### src/rtl/seq_mult.sv
// Iterative shift-add multiplier, WIDTH x WIDTH -> 2*WIDTH, with per-operation
// signed/unsigned selection and a start/busy/done handshake.
module seq_mult #(
    parameter int WIDTH = 5
) (
    input  logic               clk,
    input  logic               rst,
    input  logic               start,
    input  logic               signed_mode,
    input  logic [WIDTH-1:0]   in1,
    input  logic [WIDTH-1:0]   in2,
    output logic               busy,
    output logic               done,
    output logic [2*WIDTH-1:0] out
);

    localparam int CW = $clog2(WIDTH);

    typedef enum logic [1:0] {
        IDLE,
        RUN,
        DONE
    } state_t;

    state_t            state;
    state_t            state_next;

    logic [WIDTH-1:0]  mcand;
    logic [WIDTH-1:0]  mplier;
    logic [WIDTH-1:0]  acc;
    logic              neg;
    logic [CW-1:0]     count;
    logic              last_step;

    logic [WIDTH-1:0]  mag1;
    logic [WIDTH-1:0]  mag2;
    logic [WIDTH:0]    sum;
    logic [2*WIDTH-1:0] prod_next;

    // Operand magnitudes; the most-negative value maps to 2^(WIDTH-1), which
    // still fits in WIDTH unsigned bits, so no extra magnitude bit is stored.
    always_comb begin
        mag1 = in1;
        mag2 = in2;
        if (signed_mode && in1[WIDTH-1]) mag1 = '0 - in1;
        if (signed_mode && in2[WIDTH-1]) mag2 = '0 - in2;
    end

    // One shift-add step: conditional add into the upper half, carry kept in
    // sum[WIDTH] and shifted down into the accumulator MSB.
    always_comb begin
        sum       = {1'b0, acc} + (mplier[0] ? {1'b0, mcand} : '0);
        prod_next = {sum, mplier[WIDTH-1:1]};
        last_step = (count == CW'(WIDTH - 1));
    end

    // State register.
    always_ff @(posedge clk) begin
        if (rst) state <= IDLE;
        else     state <= state_next;
    end

    // Next-state logic and status decode from the registered state.
    always_comb begin
        state_next = state;
        busy       = 1'b0;
        done       = 1'b0;
        case (state)
            IDLE: if (start) state_next = RUN;
            RUN: begin
                busy = 1'b1;
                if (last_step) state_next = DONE;
            end
            DONE: begin
                done       = 1'b1;
                state_next = IDLE;
            end
            default: state_next = IDLE;
        endcase
    end

    // Datapath: operand latch on acceptance, iteration in RUN, result on the last step.
    always_ff @(posedge clk) begin
        if (rst) begin
            mcand  <= '0;
            mplier <= '0;
            acc    <= '0;
            neg    <= 1'b0;
            count  <= '0;
            out    <= '0;
        end else begin
            case (state)
                IDLE: begin
                    if (start) begin
                        mcand  <= mag1;
                        mplier <= mag2;
                        neg    <= signed_mode & (in1[WIDTH-1] ^ in2[WIDTH-1]);
                        acc    <= '0;
                        count  <= '0;
                    end
                end
                RUN: begin
                    acc    <= prod_next[2*WIDTH-1:WIDTH];
                    mplier <= prod_next[WIDTH-1:0];
                    count  <= count + 1'b1;
                    if (last_step) out <= neg ? ('0 - prod_next) : prod_next;
                end
                default: ;
            endcase
        end
    end

endmodule
### config.mk
export PLATFORM = sky130hd
export DESIGN_NAME = seq_mult
export DESIGN_NICKNAME = d
export VERILOG_FILES = /design/src/rtl/seq_mult.sv
export SDC_FILE = /design/constraint.sdc
export NUM_CORES = 1
export LEC_CHECK = 0
export CORE_UTILIZATION = 35
export CTS_BUF_LIST = sky130_fd_sc_hd__clkbuf_4
export CTS_CLUSTER_DIAMETER = 40
export DETAILED_ROUTE_END_ITERATION = 12
export HOLD_SLACK_MARGIN = 0.12
export PLACE_DENSITY = 0.62
export SLEW_MARGIN = 20
export SYNTH_ARGS = -nofsm -noshare
export SYNTH_HDL_FRONTEND = slang
export SYNTH_SLANG_ARGS = --single-unit
### constraint.sdc
create_clock -name clk -period 4.2 [get_ports clk]
set_input_delay 0.84 -clock clk [delete_from_list [all_inputs] [get_ports clk]]
set_output_delay 0.84 -clock clk [all_outputs]
set_load 0.03 [all_outputs]
==> impl_metrics.tcl <==
set metrics [dict create \
    mostFrequentLayoutCell "nand2_1" \
    fp-row-count 25 \
    wirelength_mm 3.56 \
    cts_num_sinks 31 \
    grt_pass1_vias 1372 \
    fin_crit_ns 2.67 \
    hold_start "out[5]$_SDFFE_PP0P_" \
    syn_nets 247 \
    yosysUniqueCellTypes 43 \
    outcome "finished, final reports clean" \
    io_pins 26 \
    crit_slowest_cell "clkdlybuf4s50_1" \
    finalPower_w 0.000634 \
    synth-simple-area-share 0.248 \
    worstHoldPathCells 2 \
    maxCapViolCount 0 \
    fin_util 0.447 \
    synth_compound_area_frac 0.188 \
    dr.first_iter.drc_count 49 \
    final_cells 313 \
    ys.flop_type "dfxtp_1" \
    path_delay_family "buffers and inverters" \
    core-area_sq_um 4790 \
    syn_area_sq_um 1760 \
    drv_slew 0 \
    synth_edf_count 0 \
    synth-xor-area-share 0.0733 \
    grt_util_met1 0.190 \
    cp.buffers_inverters 2 \
    synthArstFlopShare 0 \
    use_met3 0.0622 \
    root_buffer "clkbuf_4" \
    vias 1516 \
    grt.busiest_layer "met2" \
    n_fill_cell 515 \
    yosysWarnings 0 \
    max_freq_mhz 375 \
    yosys_register_bits 31 \
    drive_above_1_share 0.0650 \
    r2r_end "out[9]$_SDFFE_PP0P_" \
    p_leak_nw 0.796 \
    synth_area_leaders "dfxtp_1 (35%), ha_1 (7.1%), nand2_1 (7.0%), nor2_1 (6.4%), a21oi_1 (5.1%)" \
    fin_skew_ns 0.0138 \
    path_cells "nand2b_4 > inv_2 > clkdlybuf4s50_1" \
    remaining_drc_errors 0 \
    cp_max_fo 15 \
    cpPeakStageDelay_ns 0.72 \
    combPwrFrac 0.146 \
    finalHoldViolCount 0 \
    viasPerCell 4.84 \
    cp.required_ns 3.36 \
    clock_latency_ns 0.34 \
    p_seq_frac 0.495 \
    dp_cells 306 \
    dieHeight_microns 72.9 \
    muxShareOfSynthArea 0.00569 \
    synth_top_area_cell "dfxtp_1" \
    final_net_count 271 \
    worstPathArrival_ns 1.83 \
    hp-class "reg -> reg" \
    cp-end-kind "output pin" \
    dpl.hpwl_mm 2.73 \
    postCtsSetupBuffers 0 \
    grt-ovfl-total 0 \
    ff2ff_path_depth 9 \
    fin_tns_setup_ns 0 \
    cp-start-kind "register" \
    yosysSeqAreaShare 0.353 \
    met2_usage 0.249 \
    cts_tree "yes" \
    avgSynthCellArea_sq_um 7.92 \
    switching_share 0.255 \
    portBuffers 25 \
    rsz0062_at_grt "no" \
    start_util 0.368 \
    firstDrtPassIters 4 \
    r2r_start "mplier[0]$_SDFFE_PP0P_" \
    path_class "reg -> out" \
    p_clk_frac 0.359 \
    synth-adder-area-share 0.0825 \
    peakVddDrop_uv 128 \
    grt_use_total 0.155 \
    synth_top_area_frac 0.353 \
    avgRoutedWirePerCell_microns 11.4 \
    diodes 0 \
    tightestPinTransition_ns 0.805 \
    htree_levels 2 \
    power.net_switching_w 0.000162 \
    grt_pass1_wl_mm 6.24 \
    clk_pin_slew_ns 0.10 \
    ant_nets 0 \
    max-slew-margin-rel 0.461 \
    grt_max_degree 21 \
    rrSetupSlack_ns 1.83 \
    ctsHoldBuffers 0 \
    synth_top_family_by_area "simple AND/OR/NAND/NOR gates" \
    die_area_sq_um 5310 \
    period_share 0.636 \
    numCtsBuffers 5 \
    cts_buffer_depth 2 \
    antenna_found_initial 0 \
    gp_congestion 0.822 \
    dieWidth_microns 72.9 \
    finalSetupViolations 0 \
    hold_path_end "out[5]$_SDFFE_PP0P_" \
    netlist_instances 222 \
    p_per_area_nw_per_um2 296 \
    p_int_w 0.000472 \
    final_cell_mix "nand2_1 (33), dfxtp_1 (31), nor2_1 (30)" \
    area_growth_pct 21.6 \
    cts_resized 0 \
]
worst register-to-register path: stages (launching register included):
cell and delay (ns):
dfxtp_1 0.41, and2_1 0.16, ha_1 0.18, inv_1 0.06, fa_1 0.41, nand2b_1 0.17, a21oi_1 0.23, xor2_1 0.35
o31a_1 0.19, o211ai_1 0.09
cell type report:
cell class | instances | area [sq um] | area share
clock buffer | 6 | 45.0 | 0.0211
clock inverter | 1 | 30.0 | 0.0140
inverter | 13 | 48.8 | 0.0228
multi-input combinational | 169 | 1050 | 0.492
sequential | 31 | 621 | 0.290
tap | 67 | 83.8 | 0.0392
timing repair buffer | 26 | 258 | 0.121
registers in the layout, summed over array words and instances (netlist names):
register / count
acc: 5
count: 3
mcand: 5
mplier: 5
neg: 1
out: 10
state: 2
routing by layer:
metal | wire length [microns] | vias to the layer above
met3 | 160 | 7
met2 | 1590 | 37
met1 | 1760 | 662
met4 | 56 | 0
li1 | - | 810
met5 | 0 | -
worst max path at each step:
stage,startpoint,cells after the start,slack (ns),end
2_1_floorplan,mplier[0]$_SDFFE_PP0P_,9,2.09,out[9]$_SDFFE_PP0P_
3_3_place_gp,mplier[0]$_SDFFE_PP0P_,9,1.84,out[9]$_SDFFE_PP0P_
3_5_place_dp,start,5,1.82,mplier[1]$_SDFFE_PP0P_
4_1_cts,state[0]$_SDFFE_PP0P_,3,1.52,busy
5_1_grt,state[0]$_SDFFE_PP0P_,3,1.43,busy
6_report,state[0]$_SDFFE_PP0P_,3,1.53,busy
through the flow:
stage | setup WS [ns] | instance area [sq um] | hold WS, ns
finish | 1.53 | 2140 | 0.453
global placement | 1.84 | 2060 | 0.441
global route | 1.43 | 2140 | 0.475
CTS | 1.52 | 2140 | 0.458
detailed placement | 1.82 | 2060 | 0.445
floorplan | 2.09 | 1760 | 0.432
power by group through the flow:
| stage | logic (W) | registers [W] | clock network, W |
|---|---|---|---|
| global route | 0.000105 | 0.000316 | 0.000247 |
| floorplan | 0.0000653 | 0.000317 | 0 |
| detailed placement | 0.0000932 | 0.000321 | 0 |
| global placement | 0.0000922 | 0.000320 | 0 |
| finish | 0.0000926 | 0.000314 | 0.000228 |
| CTS | 0.0000936 | 0.000314 | 0.000233 |
cells in the mapped netlist, types with 3 or more instances:
cell	n
xor2_1	6
nor2_1	30
buf_2	3
nand3_1	10
nand2_1	33
inv_1	12
and2_1	5
dfxtp_1	31
clkbuf_1	6
o21ai_0	4
ha_1	10
nor3_1	3
xnor2_1	5
a21oi_1	18
a31oi_1	3
a211oi_1	7
logic make-up after synthesis:
kind of cell	Yosys count
AOI/OAI and AO/OA	50
xor gates and xnor gates	13
adders and majority gates	11
buffers and inverters	22
DFF	31
muxes	1
and+or+nand+nor	94
No activity file was read; power rests on OpenSTA's default activity.
